`src/rtl/my_pkg.sv`:
```
// Shared types for the RV hazard unit: forwarding selects and MD tracker states.
package my_pkg;

  typedef enum logic [1:0] {
    FWD_RF = 2'b00,
    FWD_MD = 2'b01,
    FWD_W  = 2'b10,
    FWD_M  = 2'b11
  } fwd_sel_t;

  typedef enum logic {
    MD_IDLE = 1'b0,
    MD_BUSY = 1'b1
  } md_state_t;

  // Wide enough for MD_LAT up to 15.
  localparam int unsigned MD_CNT_W = 4;

endpackage

```
`src/rtl/rv_md_tracker.sv`:
```
// Multi-cycle (MUL/DIV) occupancy tracker: IDLE/BUSY FSM, latency down-counter,
// destination latch and a one-cycle writeback pulse.
module rv_md_tracker
  import my_pkg::*;
#(
  parameter int unsigned REG_AW = 5,
  parameter int unsigned MD_LAT = 4
) (
  input  logic              clk,
  input  logic              rst,
  input  logic              start_i,
  input  logic [REG_AW-1:0] rd_i,
  output logic              busy_o,
  output logic              wb_o,
  output logic [REG_AW-1:0] md_rd_o
);

  md_state_t           state_q;
  logic [MD_CNT_W-1:0] cnt_q;
  logic                wb_q;
  logic [REG_AW-1:0]   rd_q;

  // The counter reaches 0 on the edge that leaves BUSY, so md_wb is a registered
  // pulse in the first IDLE cycle; an op issued in cycle c writes back in c+MD_LAT.
  always_ff @(posedge clk or posedge rst) begin
    if (rst) begin
      state_q <= MD_IDLE;
      cnt_q   <= '0;
      wb_q    <= 1'b0;
      rd_q    <= '0;
    end else begin
      wb_q <= 1'b0;
      case (state_q)
        MD_IDLE: begin
          if (start_i) begin
            state_q <= MD_BUSY;
            cnt_q   <= MD_CNT_W'(MD_LAT - 1);
            rd_q    <= rd_i;
          end
        end
        MD_BUSY: begin
          cnt_q <= cnt_q - 1'b1;
          if (cnt_q == MD_CNT_W'(1)) begin
            state_q <= MD_IDLE;
            wb_q    <= 1'b1;
          end
        end
        default: state_q <= MD_IDLE;
      endcase
    end
  end

  assign busy_o  = (state_q == MD_BUSY);
  assign wb_o    = wb_q;
  assign md_rd_o = rd_q;

endmodule

```
`src/rtl/rv_hazard_control_mc.sv`:
```
// Hazard control: forwarding selects plus load-use, branch and multi-cycle stall/flush.
// Optional macro RV_MD_SCOREBOARD_EN: while MD is busy, stall only dependent decode ops.
module rv_hazard_control_mc
  import my_pkg::*;
#(
  parameter int unsigned REG_AW = 5,
  parameter int unsigned MD_LAT = 4
) (
  input  logic              clk,
  input  logic              rst,
  input  logic [REG_AW-1:0] rs1D,
  input  logic [REG_AW-1:0] rs2D,
  input  logic [REG_AW-1:0] rs1E,
  input  logic [REG_AW-1:0] rs2E,
  input  logic [REG_AW-1:0] rdE,
  input  logic [REG_AW-1:0] rdM,
  input  logic [REG_AW-1:0] rdW,
  input  logic              mem_to_regE,
  input  logic              reg_writeM,
  input  logic              reg_writeW,
  input  logic              br_taken,
  input  logic              md_startE,
  output fwd_sel_t          forward_rs1E,
  output fwd_sel_t          forward_rs2E,
  output logic              stallF,
  output logic              stallD,
  output logic              stallE,
  output logic              flushD,
  output logic              flushE,
  output logic              md_busy,
  output logic              md_wb
);

  logic [REG_AW-1:0] md_rd;
  logic              load_use;
  logic              stall_fd;
  logic              stall_e;
  logic              md_accept;

  rv_md_tracker #(
    .REG_AW (REG_AW),
    .MD_LAT (MD_LAT)
  ) u_md_tracker (
    .clk     (clk),
    .rst     (rst),
    .start_i (md_accept),
    .rd_i    (rdE),
    .busy_o  (md_busy),
    .wb_o    (md_wb),
    .md_rd_o (md_rd)
  );

  // x0 never forwards; a zero md_rd is therefore excluded implicitly.
  function automatic fwd_sel_t fwd_sel(input logic [REG_AW-1:0] rs);
    if (rs == '0)                    return FWD_RF;
    if (md_wb && (rs == md_rd))      return FWD_MD;
    if (reg_writeM && (rs == rdM))   return FWD_M;
    if (reg_writeW && (rs == rdW))   return FWD_W;
    return FWD_RF;
  endfunction

  always_comb begin
    load_use = mem_to_regE && (rdE != '0) && ((rdE == rs1D) || (rdE == rs2D));
`ifdef RV_MD_SCOREBOARD_EN
    stall_e  = md_busy && md_startE;
    stall_fd = load_use || stall_e ||
               (md_busy && (md_rd != '0) && ((rs1D == md_rd) || (rs2D == md_rd)));
`else
    stall_e  = md_busy;
    stall_fd = load_use || md_busy;
`endif
    forward_rs1E = FWD_RF;
    forward_rs2E = FWD_RF;
    stallF       = 1'b0;
    stallD       = 1'b0;
    stallE       = 1'b0;
    flushD       = 1'b0;
    flushE       = 1'b0;
    if (!rst) begin
      forward_rs1E = fwd_sel(rs1E);
      forward_rs2E = fwd_sel(rs2E);
      if (br_taken) begin
        flushD = 1'b1;
        flushE = 1'b1;
      end else begin
        stallF = stall_fd;
        stallD = stall_fd;
        stallE = stall_e;
        flushE = load_use;
      end
    end
  end

  // A branch squashes the E-stage op, so it must not start the MD unit.
  assign md_accept = md_startE && !stallE && !br_taken;

endmodule

```
`config.mk`:
```
export PLATFORM = sky130hd
export DESIGN_NAME = rv_hazard_control_mc
export DESIGN_NICKNAME = d
export VERILOG_FILES = /design/src/rtl/my_pkg.sv /design/src/rtl/rv_md_tracker.sv /design/src/rtl/rv_hazard_control_mc.sv
export SDC_FILE = /design/constraint.sdc
export NUM_CORES = 1
export LEC_CHECK = 0
export CORE_MARGIN = 4
export CORE_UTILIZATION = 37
export CTS_BUF_LIST = sky130_fd_sc_hd__clkbuf_2 sky130_fd_sc_hd__clkbuf_4 sky130_fd_sc_hd__clkbuf_8
export DETAILED_ROUTE_END_ITERATION = 8
export PLACE_DENSITY = 0.78
export SYNTH_ARGS = -nofsm -noshare
export SYNTH_HDL_FRONTEND = slang
export SYNTH_HIERARCHICAL = 1
export SYNTH_SLANG_ARGS = --single-unit
```
`constraint.sdc`:
```
create_clock -name clk -period 1.6 [get_ports clk]
set_input_delay 0.4 -clock clk [delete_from_list [all_inputs] [get_ports clk]]
set_output_delay 0.4 -clock clk [all_outputs]
set_load 0.005 [all_outputs]
```
# Word level (Yosys, flattened, before mapping)
# Cells that the tools add are included.
dict set report word_totals {
  inputBits 42
  mem_bits_ro 0
  out_inout_bits 11
  mem_count 0
  latch_bits 0
  mem_bits_rw 0
  ff_bits 11
}
dict set report op_classes {
  div_mod_pow 0
  n_lt_le_gt_ge 0
  reduce_logical 18
  bitwise_logic 1
  n_eq_ne 10
  addsub 1
  shifts 0
  mux 61
  mul 0
}
# op n
set op_table {}
lappend op_table {{$eq 5x5->1} 8}
lappend op_table {{$mux 1} 40}
lappend op_table {{$mux 2} 18}
lappend op_table {{$logic_and 1x1->1} 10}
lappend op_table {{$logic_not 5->1} 2}
lappend op_table {{$pmux 4 s2} 1}
lappend op_table {{$reduce_bool 5->1} 1}
lappend op_table {{$eq 4x1->1 const B} 1}
lappend op_table {{$mux 4} 1}
lappend op_table {{$sub 4x1->4 const B} 1}
lappend op_table {{$logic_not 1->1} 2}
lappend op_table {{$logic_or 1x1->1} 2}
lappend op_table {{$ne 2x2->1 const B} 1}
lappend op_table {{$pmux 1 s2} 1}
lappend op_table {{$reduce_and 2->1} 1}
lappend op_table {{$not 1->1} 1}

# Longest topological paths before layout
dict set report depth {
  ltp_word 17
  ltp_mapped 7
  ltp_nobuf 7
}

# Hierarchy
# The synthesis kept the hierarchy.
# mod seq_area_each_um2 n_inst area_per_inst_um2 cells_per_inst
set by_module_without_submodules {}
lappend by_module_without_submodules {rv_hazard_control_mc 0.0 1 603.1 78}
lappend by_module_without_submodules {rv_md_tracker 275.3 1 469.2 37}

# Least setup slack after synthesis
# OpenSTA, ideal clock, no wires.
dict set report synth_path {
  kind {input to output}
  startpoint {in rdE[3]}
  endpoint {out stallF}
  setup_slack_ns -0.248
  stages 5
  t_required_ns 1.200
  t_arrival_ns 1.448
  cell_sequence {xor2_1 > nor3_1 > a22oi_1 > o41ai_1 > buf_4}
}
dict set report synth_between {
  elab_chain_cells 6
  elab_cells_between_ends 9
  classes_between {2 x eq/ne; 2 x mux; 5 x reduce/logical}
}
# item line
set synth_rtl {}
lappend synth_rtl {{start: declaration} rv_hazard_control_mc.sv:15} ;# input logic [REG_AW-1:0] rdE,
lappend synth_rtl {{$eq 5x5->1 or $reduce_bool 5->1 (tied branches)} rv_hazard_control_mc.sv:63} ;# load_use = mem_to_regE && (rdE != '0) && ((rdE == rs1D) || (rdE == rs2D));
lappend synth_rtl {{$logic_or 1x1->1 or $logic_and 1x1->1 (tied branches)} rv_hazard_control_mc.sv:63}
lappend synth_rtl {{$logic_and 1x1->1 (*)} rv_hazard_control_mc.sv:63}
lappend synth_rtl {{$logic_or 1x1->1 (*)} rv_hazard_control_mc.sv:70} ;# stall_fd = load_use || md_busy;
lappend synth_rtl {{$mux 1 (*) (2 in a row)} --}
lappend synth_rtl {{end: declaration} rv_hazard_control_mc.sv:25} ;# output logic stallF,
# Every way passes the cells marked *; elsewhere a longest branch is shown, timed or not.

# Worst setup path in the final report
dict set report layout_path {
  startpoint {in rs1E[3]}
  endpoint {out forward_rs1E[1]}
}
dict set report layout_between {
  elab_chain_cells 12
  elab_cells_between_ends 29
  classes_between {3 x eq/ne; 22 x mux; 4 x reduce/logical}
}
# item line
set layout_rtl {}
lappend layout_rtl {{start: declaration} rv_hazard_control_mc.sv:13} ;# input logic [REG_AW-1:0] rs1E,
lappend layout_rtl {{$eq 5x5->1} rv_hazard_control_mc.sv:58} ;# if (reg_writeW && (rs == rdW)) return FWD_W;
lappend layout_rtl {{$logic_and 1x1->1} rv_hazard_control_mc.sv:58}
lappend layout_rtl {{$mux 1 (2 in a row)} rv_hazard_control_mc.sv:58}
lappend layout_rtl {{$mux 1} rv_hazard_control_mc.sv:57} ;# if (reg_writeM && (rs == rdM)) return FWD_M;
lappend layout_rtl {{$mux 1} rv_hazard_control_mc.sv:56} ;# if (md_wb && (rs == md_rd)) return FWD_MD;
lappend layout_rtl {{$mux 1} rv_hazard_control_mc.sv:79} ;# if (!rst) begin
lappend layout_rtl {{$mux 2} rv_hazard_control_mc.sv:59} ;# return FWD_RF;
lappend layout_rtl {{$mux 2} rv_hazard_control_mc.sv:58}
lappend layout_rtl {{$mux 2} rv_hazard_control_mc.sv:57}
lappend layout_rtl {{$mux 2 (*)} rv_hazard_control_mc.sv:56}
lappend layout_rtl {{$mux 2 (*)} rv_hazard_control_mc.sv:79}
lappend layout_rtl {{end: declaration} rv_hazard_control_mc.sv:23} ;# output fwd_sel_t forward_rs1E,
# Every way passes the cells marked *; elsewhere a longest branch is shown, timed or not. The select of a mux whose other input is x is not followed.

==> impl_metrics.ini <==
[power_and_ir_drop]
clock_power_share_pct = 11.0
power_switching_share_pct = 37.34
power_frac_comb_pct = 59.0
power_per_cell_area_mw_per_mm2 = 856.1
intPower_w = 0.001122
p_seq_share_pct = 30.0
power.static_leakage_nw = 0.9962
netSwitchingPower_w = 0.0006683
vdd_drop_max_mv = 0.8736

[timing]
setup_ws_ps = -497.8
rsz_0062_raised_after_global_routing = yes
timing.final.crit_share_pct = 131.1
setup_viol = 7
max_slew_margin_pct = 72.59
worst_slew_pin_slew_ps = 410.7
min_period_ps = 2098
finClkSkew_ps = 1.787
max_freq_mhz = 476.7
report.final.hold_viol_count = 0
drv_slew = 0

[clock_tree]
cts.sink_count = 11
worstSkewPairLatency_ps = 260
clk_transition_reported_paths_ps = 60
tritoncts_clock_tree = done
cts-buffers-inserted = 3
clock-root-buffer = sky130_fd_sc_hd__clkbuf_4
postCtsHoldBufs = 0
cts.htree.levels = 1
cts-root-to-sink-buffers = 2

[finish]
fin_nets = 255
fin_area_mm2 = 0.002091
final_util_pct = 75.82
layout.cells.most_common_list = sky130_fd_sc_hd__buf_4, sky130_fd_sc_hd__xor2_1, sky130_fd_sc_hd__dlygate4sd2_1
drive_above_1_share_pct = 53.33
most_common_cell_after_layout_fill_and_taps_aside = sky130_fd_sc_hd__buf_4
count_of_antenna_diodes_in_the_layout = 0
synthToLayoutAreaGrowth_pct = 94.98

[grt]
grt_max_degree = 12
use_met2_pct = 39.16
grt.met3_usage_pct = 2.066
global_route_wire_length_before_repair_um = 5616
grt_antenna_before_repair = 0
global_route.peak_usage_layer = met2
gr-total-overflow = 0
global_route.usage.total_pct = 19.62
gr-usage-met1_pct = 21.84
grt_pass1_vias = 1333

[placed_design]
dp_hpwl_um = 2766
placed_area_mm2 = 0.001869
gp_routability_congestion = 0.8985
post-place-ws_ps = -1314
port_buffers = 52

[routing]
first_iter_violations = 23
postRouteAntennaNets = 0
remaining_drc_errors = 0
vias_per_cell = 5.083
post_drt_wl_per_cell_um = 15.43
via_count = 1225
wl_um = 3719
firstDrtPassIters = 4

[worst_setup_path]
critical_path_class = primary input to output port
crit_path_end_kind = output port
arrival_ps = 1700
critPathMostFrequentCell = sky130_fd_sc_hd__buf_6
cp.required_ps = 1200
crit_slowest_cell = sky130_fd_sc_hd__a2111oi_4
list_of_cells_traversed_by_the_critical_path = buf_6 -> buf_6 -> xor2_2 -> nor4_2 -> nand3_1 -> a2111oi_4 -> buf_2
path_max_fanout = 3
worst_path_largest_cell_delay_ps = 360
worstSetupStartpointType = primary input

[outcome]
failed_checks = setup timing
run_status = finished, violations left

[yosys]
synth_nets = 159
synthArstFlopShare_pct = 100.0
netlist_top_cells_area = sky130_fd_sc_hd__xor2_1, sky130_fd_sc_hd__dfrtp_1, sky130_fd_sc_hd__mux2_2
yosys.area_share.simple_pct = 20.42
syn_area_per_cell_um2 = 9.324
yosys.area_share.xor_xnor_pct = 33.49
combinational_family_with_the_most_area_after_synthesis = XOR/XNOR gates
synthAdderAreaFrac_pct = 2.334
ys_seq_elements = 11
syn_area_mm2 = 0.001072
ys.warnings.count = 6
synth_largest_area_cell = sky130_fd_sc_hd__xor2_1
sequential_area_share_after_synthesis_pct = 25.67
synth_largest_type_area_fraction_pct = 28.59
synthFlopType = sky130_fd_sc_hd__dfrtp_1
post_synth_inst_count = 115
multiplexer_share_of_the_synthesized_area_pct = 5.251
synth_compound_gate_area_share_pct = 9.685
post_synth_num_cell_types = 30
synth_edf_count = 0

[floorplan]
die_y_um = 61.84
design.die.area_mm2 = 0.003824
floorplan.die.width_um = 61.84
num_rows = 19
core_area_mm2 = 0.002758
initial_core_util_pct = 38.88
ioPinCount = 53

[job]
timing.max_cap.violations = 0

[hold_path]
min_delay_worst_type = primary input to flop
[worst max-delay path: cells and delay by family]
kind / cells / cell delay (ps)
AND/OR/NAND/NOR: 2 / 420
buffers and inverters: 3 / 380
XOR/XNOR: 1 / 140
AO/OA/AOI/OAI: 1 / 360
[state kept, by name, summed over array words and instances, names as in the netlist]
| signal | cells |
|---|---|
| u_md_tracker/md_rd_o | 5 |
| u_md_tracker/cnt_q | 4 |
| u_md_tracker/wb_o | 1 |
| u_md_tracker/busy_o | 1 |
[metal layers]
layer / up-vias / part of all wire, %
li1: 588 / -
met1: 585 / 38
met2: 48 / 54
met3: 4 / 6.8
met4: 0 / 1.2
met5: - / 0
[cell usage after synthesis, types with 3 or more instances]
master,number
sky130_fd_sc_hd__a21oi_1,3
sky130_fd_sc_hd__nor4_1,4
sky130_fd_sc_hd__nor3_1,4
sky130_fd_sc_hd__mux2_2,5
sky130_fd_sc_hd__or4_1,3
sky130_fd_sc_hd__dfrtp_1,11
sky130_fd_sc_hd__xnor2_1,6
sky130_fd_sc_hd__inv_1,5
sky130_fd_sc_hd__nor2_1,7
sky130_fd_sc_hd__nand3_1,6
sky130_fd_sc_hd__xor2_1,35
[final timing paths]
path	startpoint	end	slack, ps	depth (start not counted)
worst max register to register	u_md_tracker/busy_o	u_md_tracker/md_rd_o[1]	10	7
worst min-delay path	rdE[2]	u_md_tracker/md_rd_o[2]	480	3
max in group asynchronous	rst	u_md_tracker/md_rd_o[2]	620	5
worst min register to register	u_md_tracker/cnt_q[0]	u_md_tracker/cnt_q[0]	530	1
worst max-delay path	rs1E[3]	forward_rs1E[1]	-500	7
min in group asynchronous	rst	u_md_tracker/md_rd_o[3]	690	5
[layout make-up]
class,instances,area (um2)
Sequential cell,11,275.3
Multi-Input combinational cell,97,963.4
Clock buffer,4,30.03
Fill cell,197,666.9
Tap cell,31,38.79
Inverter,5,18.77
Timing Repair Buffer,93,764.5
[power by group through the flow]
stage                     Sequential [W]  Combinational [W]  Clock (W)
after CTS                       0.000533           0.000939   0.000205
after floorplan                 0.000519           0.000466          0
after global placement          0.000520           0.000841          0
final                           0.000537            0.00106   0.000197
after global routing            0.000558            0.00114   0.000219
after detailed placement        0.000537           0.000888          0
[stage by stage]
stage / hold WS, ps / TNS, ps / std cells / power, W
2_1_floorplan: 252.4 / -470.0 / 115 / 0.0009859
3_3_place_gp: 495.9 / -14010 / 226 / 0.001361
3_5_place_dp: 512.9 / -14480 / 226 / 0.001425
4_1_cts: 478.5 / -3261 / 239 / 0.001677
5_1_grt: 483.6 / -3564 / 241 / 0.001920
6_report: 483.3 / -2836 / 241 / 0.001790
[kinds of logic after synthesis]
logic type	after synthesis
AO/OA/AOI/OAI	13
buffers and inverters	7
adder cells (fa/ha/maj)	2
XOR/XNOR	41
AND/OR/NAND/NOR	36
flip-flops	11
multiplexers	5
[repair_timing]
| action | CTS | global route |
|---|---|---|
| endpoints found under the setup margin | 21 | 16 |
| resized for setup | 158 | 43 |
| pin swaps | 31 | 21 |
| setup buffers | 10 | 3 |
No activity file was read; power rests on OpenSTA's default activity.
==> variant 1: new RTL, same flow settings <==
`REG_AW` is set to 5 in 2 places; all go to 6.
--- a/src/rtl/rv_md_tracker.sv
+++ b/src/rtl/rv_md_tracker.sv
@@ -4,5 +4,5 @@
   import my_pkg::*;
 #(
-  parameter int unsigned REG_AW = 5,
+  parameter int unsigned REG_AW = 6,
   parameter int unsigned MD_LAT = 4
 ) (
--- a/src/rtl/rv_hazard_control_mc.sv
+++ b/src/rtl/rv_hazard_control_mc.sv
@@ -4,5 +4,5 @@
   import my_pkg::*;
 #(
-  parameter int unsigned REG_AW = 5,
+  parameter int unsigned REG_AW = 6,
   parameter int unsigned MD_LAT = 4
 ) (
Ports: changed (7 resized); port bits go from 53 to 60. The function was not compared with the original's and may differ.
==> variant 1 against the unedited design <==
- the run still ends with setup timing left
- setup slack lost 72 ps
- power grew 18%
- combinational power grew 23%
- routed wire length grew 14%
- sequential cell count grew 1
- synthesized area grew 13%
- final cell count grew 15%
- design area grew 7.7%
- critical endpoint is now forward_rs2E[1]
- highest routed layer unchanged
==> variant 1: results (changes against the unedited design) <==
The number of nets at the end of the flow is 286 (+12%). The post-detailed-route via-to-cell ratio is 4.95 (-2.7%). The slew at the pin with the worst max-slew slack is 458 ps (+47.1 ps). The final worst setup slack is -570 ps (-72.0 ps).

Sorting the synthesized cells by area gives the leading types as dfrtp_1 (25%), xor2_1 (20%), xnor2_1 (14%). The net count after synthesis is 183 (+15%). The adder and majority cell fraction of the synthesized area came to 2.06% (-0.27 points). The register clock-pin slew on the reported worst setup and hold paths was 80 ps (+20 ps).

The final reports fail on setup timing. The met2 wirelength from detailed routing is 2310 µm (+16%). The mux cell area share after synthesis is 7.42% (+2.2 points). The fraction of the mapped netlist area in compound gates is 8.66% (-1.0 points).

The global-route wire length before repair is 6930 µm (+23%). The cell leakage power is 1.05 nW (+5.2%). The average wire per standard cell was 15.2 µm (-1.3%).

The number of rows in the core area is 20 (+1). The number of flip-flops under the largest register name came out at 6 (+1). The maximum clock skew at final layout is 3.37 ps (+1.58 ps). The placed cell count was 265 (+17%).

The count of input and output buffers is 59 (+13%). The slack of the worst reg-to-reg path is 100 ps (+90 ps). The maximum vdd ir drop is 0.000728 V (-17%). The min-delay analysis places its worst path in the category primary input to asynchronous set/reset pin. The number of failing setup endpoints in the final timing report is 7 (unchanged). The number of detailed-route iterations in the first pass came out at 5 (+1). The global routing met2 resource utilization came out at 41.6% (+2.4 points).

The run finished, with violations left.
==> variant 1: power by group <==
part	switching [W]	internal [W]	leakage (nW)
Combinational	0.000503	0.000799	0.883
Clock	0.000104	0.000138	0.0210
Sequential	0.000125	0.000447	0.145
Total	0.000733	0.00138	1.05
==> variant 1: area by class of cell <==
cell class,instances,area [µm²]
flip-flops and latches,12,300
fillers,258,852
clock buffers,4,36.3
well taps,44,55.1
repair buffers,101,843
multi-input cells,113,1000
inverters,4,15.0
==> variant 1: worst max-delay path, cell delays in order, from the launching register on <==
cell and delay, ps:
dfrtp_1 420, buf_6 130, xor2_2 170, or4_1 500, o211a_1 150, buf_2 130
==> variant 1: path summary, 6_finish.rpt <==
check / start / endpoint / depth (start not counted)
max: u_md_tracker/md_rd_o[0] / forward_rs2E[1] / 5
min: rst / u_md_tracker/md_rd_o[0] / 3
max reg2reg: u_md_tracker/busy_o / u_md_tracker/md_rd_o[3] / 5
min reg2reg: u_md_tracker/cnt_q[2] / u_md_tracker/wb_o / 1
max in group asynchronous: rst / u_md_tracker/busy_o / 3
min in group clk: rdE[0] / u_md_tracker/md_rd_o[0] / 3
==> variant 1: timing repair <==
item                       4_1_cts  5_1_grt
gates cloned                     0        0
setup buffers                    7        2
pin swaps                       45       11
hold endpoints to repair         0        0
setup endpoints to repair       19        8
hold buffers                     0        0
resized for setup              168       11
==> variant 1: per-stage QoR <==
stage	setup TNS (ps)	setup WS [ps]	area, µm²
after global routing	-3110	-626	2250
final	-2550	-570	2250
after global placement	-12760	-1010	2100
after detailed placement	-13350	-1090	2100
after CTS	-2660	-528	2210
after floorplan	-51.9	-51.9	1220
==> variant 2: new RTL, config.mk and constraints unchanged <==
Without the edit above. Make the reset (`rst`) synchronous in one clocked block.
--- a/src/rtl/rv_md_tracker.sv
+++ b/src/rtl/rv_md_tracker.sv
@@ -23,5 +23,5 @@
   // The counter reaches 0 on the edge that leaves BUSY, so md_wb is a registered
   // pulse in the first IDLE cycle; an op issued in cycle c writes back in c+MD_LAT.
-  always_ff @(posedge clk or posedge rst) begin
+  always_ff @(posedge clk) begin
     if (rst) begin
       state_q <= MD_IDLE;
Formal check against the unedited RTL: differs if rst is asserted again (counterexample within 4 cycles, from zero or initial values and one cycle with rst high); with rst held inactive, the same outputs for 10 cycles.
==> variant 2 against the unedited design <==
- the run still ends with setup timing left
- design area is 0.54% lower
- setup slack worse by 60 ps
- sequential cell count stayed put
- first-iteration DRC count is 57% higher
- via count is 6.8% higher
- utilization is 0.41 points lower
- fmax is 2.8% lower
- synthesized area stayed put
- hold slack better by 8.5 ps
- routed wire length is 17% higher
- critical path depth stayed put
- critical path type unchanged
Power is not compared: it rests on default switching activity, and its combinational part moved more than twofold at a synthesized area within 25%.
==> variant 2: results (changes against the unedited design) <==
The run finished, with violations left. The checks that failed: setup timing. The number of failing setup endpoints in the final timing report came to 7 (unchanged). The routing usage on met1 came to 21.5% (-0.35 points). The total negative setup slack is -2950 ps (-113 ps).

The placed cell count is 233 (+3.1%). The count of different cell masters after synthesis came out at 32 (+6.7%). The worst slew margin relative to its limit is 79.4% (+6.8 points). The share of final layout cell area taken by non-clock buffers was 35.8% (-0.76 points). The fraction of the mapped netlist area in compound gates is 11.4% (+1.8 points). The share of layout cells above drive strength 1 is 57.1% (+3.8 points). The mux cell area share after synthesis came out at 4.67% (-0.58 points). The sequential fraction of total cell area came out at 11.1% (-2.0 points).

The sequential fraction of the synthesis area is 20.5% (-5.1 points). The post-detailed-route via-to-cell ratio came out at 5.27 (+3.8%). The number of gates resized after cts was 180 (+14%). The count of buffers not belonging to the clock network in the layout is 91 (-2.2%). The post-route non-filler standard cell count is 248 (+2.9%). The number of standard cells after synthesis was 126 (+9.6%).

The maximum single-stage delay on the critical path was 320 ps (-40 ps). Ranked by total cell area, the synthesized netlist is headed by xor2_1 (28%), dfxtp_1 (21%), xnor2_1 (4.9%). The placed wire-length estimate is 2990 µm (+8.1%). The dominant synthesized flop cell is dfxtp_1. The largest net degree at the start of global routing is 14 (+2). The via count of the first global-routing pass is 1424 (+6.8%). The met3 layer usage reported by global route was 4.13% (+2.1 points). The number of DRC markers in iteration 0 is 36 (+57%).

The total number of multi-input combinational cells came out at 108 (+11%). The global routing met2 resource utilization came to 46.8% (+7.6 points). The count of sequential standard cells is 11 (unchanged). The total area of multi-input combinational cells is 1020 µm² (+6.2%). The standard cell area after detailed placement came out at 1840 µm² (-1.5%). The overall fraction of global-route tracks in use came out at 22.9% (+3.2 points). The final worst setup slack came to -558 ps (-59.8 ps).

The fraction of area in clock buffers and inverters is 1.44% (+0.0078 points). The fill cell instance count of the final layout came out at 181 (-8.1%). The critical path data arrival time is 1760 ps (+60 ps).
variant 2: path summary, 6_finish.rpt:
check	startpoint	to	slack [ps]
worst max-delay path	rs2E[3]	forward_rs2E[1]	-560
worst min-delay path	rdE[4]	u_md_tracker/md_rd_o[4]	490
worst max register to register	u_md_tracker/busy_o	u_md_tracker/md_rd_o[2]	110
worst min register to register	u_md_tracker/cnt_q[3]	u_md_tracker/cnt_q[3]	520
variant 2: metal layers:
| layer | routed length, µm | share of wire, % | up-vias |
|---|---|---|---|
| met5 | 0 | 0 | - |
| met4 | 108 | 2.5 | 0 |
| met3 | 326 | 7.5 | 10 |
| met2 | 2420 | 55 | 51 |
| met1 | 1510 | 35 | 626 |
| li1 | - | - | 621 |
variant 2: worst max-delay path: cells and delay by family:
kind                      cells  cell delay (ps)
xor gates and xnor gates      1              170
and+or+nand+nor               2              460
AOI/OAI and AO/OA             1              290
buffers and inverters         3              430
